`src/rtl/bus_requester.sv`:
```
// bus_requester: core-to-bus requester FSM; CPU_* handshake in, REQ/ACCESS to arbiter, BUS_* strobe with ack and timeout
module bus_requester #(
  parameter int AddrWidth     = 16,
  parameter int DataWidth     = 32,
  parameter int TimeoutCycles = 16
) (
  input  logic                 CLK,
  input  logic                 RST,
  input  logic                 CPU_VALID,
  output logic                 CPU_READY,
  input  logic                 CPU_WE,
  input  logic [AddrWidth-1:0] CPU_ADDR,
  input  logic [DataWidth-1:0] CPU_WDATA,
  output logic [DataWidth-1:0] CPU_RDATA,
  output logic                 CPU_DONE,
  output logic                 CPU_ERR,
  output logic                 REQ,
  input  logic                 ACCESS,
  output logic                 BUS_EN,
  output logic                 BUS_WE,
  output logic [AddrWidth-1:0] BUS_ADDR,
  output logic [DataWidth-1:0] BUS_WDATA,
  input  logic [DataWidth-1:0] BUS_RDATA,
  input  logic                 BUS_ACK
);
  typedef enum logic [1:0] {IDLE, REQUEST, TRANSFER, RELEASE} state_e;
  state_e               state_q, state_d;
  logic                 we_q, we_d;
  logic [AddrWidth-1:0] addr_q, addr_d;
  logic [DataWidth-1:0] wdata_q, wdata_d;
  logic [DataWidth-1:0] rdata_q, rdata_d;
  logic [7:0]           cnt_q, cnt_d;
  logic                 err_q, err_d;
  logic                 timeout;
  assign timeout = cnt_q == 8'(TimeoutCycles - 1);
  always_comb begin
    state_d = state_q;
    we_d    = we_q;
    addr_d  = addr_q;
    wdata_d = wdata_q;
    rdata_d = rdata_q;
    cnt_d   = cnt_q;
    err_d   = 1'b0;
    case (state_q)
      IDLE: if (CPU_VALID) begin
        state_d = REQUEST;
        we_d    = CPU_WE;
        addr_d  = CPU_ADDR;
        wdata_d = CPU_WDATA;
      end
      REQUEST: if (ACCESS) begin
        state_d = TRANSFER;
        cnt_d   = '0;
      end
      TRANSFER: if (BUS_ACK) begin
        state_d = RELEASE;
        rdata_d = we_q ? rdata_q : BUS_RDATA;
      end else begin
        cnt_d   = cnt_q + 8'd1;
        state_d = timeout ? RELEASE : ACCESS ? TRANSFER : REQUEST;
        err_d   = timeout;
      end
      default: state_d = IDLE;
    endcase
  end
  always_ff @(posedge CLK) begin
    if (RST) begin
      state_q <= IDLE;
      we_q    <= 1'b0;
      addr_q  <= '0;
      wdata_q <= '0;
      rdata_q <= '0;
      cnt_q   <= '0;
      err_q   <= 1'b0;
    end else begin
      state_q <= state_d;
      we_q    <= we_d;
      addr_q  <= addr_d;
      wdata_q <= wdata_d;
      rdata_q <= rdata_d;
      cnt_q   <= cnt_d;
      err_q   <= err_d;
    end
  end
  assign CPU_READY = state_q == IDLE;
  assign REQ       = state_q == REQUEST || state_q == TRANSFER;
  assign BUS_EN    = state_q == TRANSFER;
  assign CPU_DONE  = state_q == RELEASE;
  assign CPU_ERR   = err_q;
  assign CPU_RDATA = rdata_q;
  assign BUS_WE    = BUS_EN & we_q;
  assign BUS_ADDR  = BUS_EN ? addr_q : '0;
  assign BUS_WDATA = BUS_EN ? wdata_q : '0;
endmodule

```
`config.mk`:
```
export PLATFORM = sky130hd
export DESIGN_NAME = bus_requester
export DESIGN_NICKNAME = d
export VERILOG_FILES = /design/src/rtl/bus_requester.sv
export SDC_FILE = /design/constraint.sdc
export NUM_CORES = 1
export LEC_CHECK = 0
export BUFFER_PORTS_ARGS = -buffer_cell sky130_fd_sc_hd__buf_4
export CAP_MARGIN = 20
export CORE_MARGIN = 8
export CORE_UTILIZATION = 35
export DETAILED_ROUTE_END_ITERATION = 6
export PLACE_DENSITY_LB_ADDON = 0.3
export SETUP_SLACK_MARGIN = 0.15
export SLEW_MARGIN = 20
export SYNTH_ARGS = -nofsm -noshare
export SYNTH_HDL_FRONTEND = slang
export SYNTH_SLANG_ARGS = --single-unit
```
`constraint.sdc`:
```
create_clock -name CLK -period 2.9 [get_ports CLK]
set_input_delay 0.145 -clock CLK [delete_from_list [all_inputs] [get_ports CLK]]
set_output_delay 0.145 -clock CLK [all_outputs]
set_load 0.02 [all_outputs]
```
==> impl_metrics.ini <==
[outcome]
status = completed

[sta]
post-route-period-util_pct = 75.0
slew_viol_final = 0
clock.fmax_mhz = 459
skew_ns = 0.00532
max_slew_margin_pct = 35.2
tightestPinTransition_ns = 0.972
worst_slack_ns = 0.724
rsz0062_at_grt = false
finalSetupTns_ns = 0
setup_viol = 0
period_minus_slack_ns = 2.18
final_hold_viol_count = 0

[global_routing]
overflow = 0
grt_pass1_wl_mm = 18.3
grt_pass1_vias = 3659
grt_max_degree = 91
grtUsageTotal_pct = 15.6
antenna_found_initial = 0

[routing]
vias_per_cell = 4.67
wire_per_inst_um = 14.6
dr.pass1.iters = 4
drcViolationCount = 0
wl_mm = 11.4
antenna_left = 0
drt_iter0_drc = 221
route.vias.total = 3652

[floorplanning]
die_y_um = 119
dieArea_sq_um = 14300
num_rows = 37
initial_core_util_pct = 36.1
num_io_pins = 172
die_w_um = 119
core_area_sq_um = 10400

[yosys]
ys_warn_count = 0
synthCells = 485
ys.flop_type = dfxtp_1
avgSynthCellArea_sq_um = 7.72
synth_top_area_share_pct = 49.2
synth_area_sq_um = 3740
yosysMostFrequentCell = nand2_1
synthTopCellsByArea = dfxtp_1 (49%), nand2_1 (17%), a21oi_1 (11%)
ys_ff_latch = 92
ys_types = 33
synthTopCellsByCount = nand2_1 (169), dfxtp_1 (92), a21oi_1 (84)
synth_edf_count = 0
ys_seq_area_share_pct = 49.2
syn_nets = 577
async_flop_share_pct = 0
synth_largest_area_cell = dfxtp_1

[job]
cap_violations = 0

[setup_path]
crit_path_start_kind = flop
crit_type = reg -> out
critPathMaxStageDelay_ns = 0.42
critPathMaxFanout = 46
cp_data_required_time_ns = 2.76
end_kind = output port
r2r_cells = 5
cp_slowest_cell = buf_4
crit_chain = inv_1 -> ha_2 -> buf_4 -> and2_1 -> buf_4
arrival_ns = 2.03
crit_top_cell = buf_4

[layout]
layout-drive-gt1-share_pct = 30.5
nets = 733
antennaDiodeCount = 0
areaGrowthSynthToFinish_pct = 43.2
nFillCells = 1032

[clocking]
numCtsBuffers = 9
root_buffer = clkbuf_8
clk_latency_ns = 0.34
cts.repair.resized = 0
htreeDepth = 3
cts_tree = built
hold_buffers = 1
cts_setup_buffers = 0
clk_pin_slew_ns = 0.09
cts_sinks = 92
clockBufferDepth = 2

[power_and_ir_drop]
leakage_uw = 0.00237
p_sw_uw = 1240
p_sw_share_pct = 34.2
powerDensity_nw_per_um2 = 677
internal-power_uw = 2390
peakVddDrop_v = 0.000429
seqPwrFrac_pct = 42.2
p_comb_share_pct = 31.4
power_frac_clock_pct = 26.5

[hold_path]
min_delay_path_depth = 3
hold_path_class = in -> reg

[place]
gp_congestion = 0.819
post-dp-hpwl_mm = 8.25
post-place-ws_ns = 0.893
portBuffers = 171
==> metal layers <==
layer  global-route usage, %  up-vias  share of wire [%]
met5                       0        -                  0
met4                    5.31        0                1.6
met3                    5.48       14                7.0
met2                    27.9       90                 51
met1                    16.8     1669                 40
li1                        -     1879                  -
==> sequential cells by signal, summed over array words and instances (netlist names) <==
signal	flops
CPU_ERR	1
CPU_RDATA	32
addr_q	16
cnt_q	8
state_q	2
wdata_q	32
we_q	1
==> cells in the final DEF, fill, tap and decap left out, drive strengths merged, types with 2 or more instances in the layout <==
master,synthesis,routed
a21oi,84,84
and2,52,52
and3b,2,2
buf,3,177
bufinv,0,2
clkbuf,30,11
clkinvlp,0,2
dfxtp,92,92
ha,6,6
inv,3,4
mux2i,2,2
nand2,169,169
nand2b,2,2
nand3,4,4
nand4,3,3
nor2,8,8
nor2b,2,2
nor4b,3,3
o211a,2,2
o211ai,2,2
xnor2,2,2
xor2,2,2
==> critical path: cells and delay by family (launching register included) <==
kind	cells	cell delay, ns
adder cells (fa/ha/maj)	1	0.37
AND/OR/NAND/NOR	1	0.21
buffers and inverters	3	0.72
flip-flops	1	0.38
==> path summary, 6_finish.rpt <==
path,start,slack (ns),to
hold / removal,CPU_ADDR[12],0.04,addr_q[12]
hold reg to reg,wdata_q[4],0.45,wdata_q[4]
setup / recovery,state_q[0],0.72,BUS_WDATA[8]
setup reg to reg,state_q[0],0.89,wdata_q[0]
==> stage by stage <==
| stage | util, % | hold slack [ns] | cell area [sq um] | instances | total power (uW) |
|---|---|---|---|---|---|
| floorplan | - | 0.222 | 3740 | 485 | 2270 |
| global placement | 49.4 | 0.368 | 5120 | 765 | 2680 |
| detailed placement | 49.4 | 0.374 | 5120 | 765 | 2720 |
| CTS | 51.7 | 0.0160 | 5360 | 782 | 3690 |
| global route | 51.7 | 0.0141 | 5360 | 782 | 3870 |
| finish | 51.7 | 0.0390 | 5360 | 782 | 3630 |
==> power by group through the flow <==
stage | sequential [uW] | clock (uW) | combinational, uW
after floorplan | 1590 | 0 | 684
after global placement | 1550 | 0 | 1130
after detailed placement | 1560 | 0 | 1160
after CTS | 1530 | 1000 | 1160
after global routing | 1550 | 1050 | 1260
final | 1530 | 962 | 1140
==> cell families after synthesis <==
logic type               Yosys count  share of synthesized area, %
flip-flops                        92                          49.2
XOR/XNOR                           4                         0.936
multiplexers                       2                         0.535
adder cells (fa/ha/maj)            6                          2.01
AND/OR/NAND/NOR                  252                          30.6
AO/OA/AOI/OAI                     93                          13.1
buffers and inverters             36                          3.64
==> cell type report <==
class                   count  area, sq um  area share (%)
flip-flops and latches     92         1840            34.4
repair buffers            178         1340            25.0
clock buffers              11          141            2.64
inverters                   3         11.3           0.210
multi-input cells         357         1770            33.1
clock inverters             5         83.8            1.56
well taps                 136          170            3.17
(Power assumes the default switching activity.)
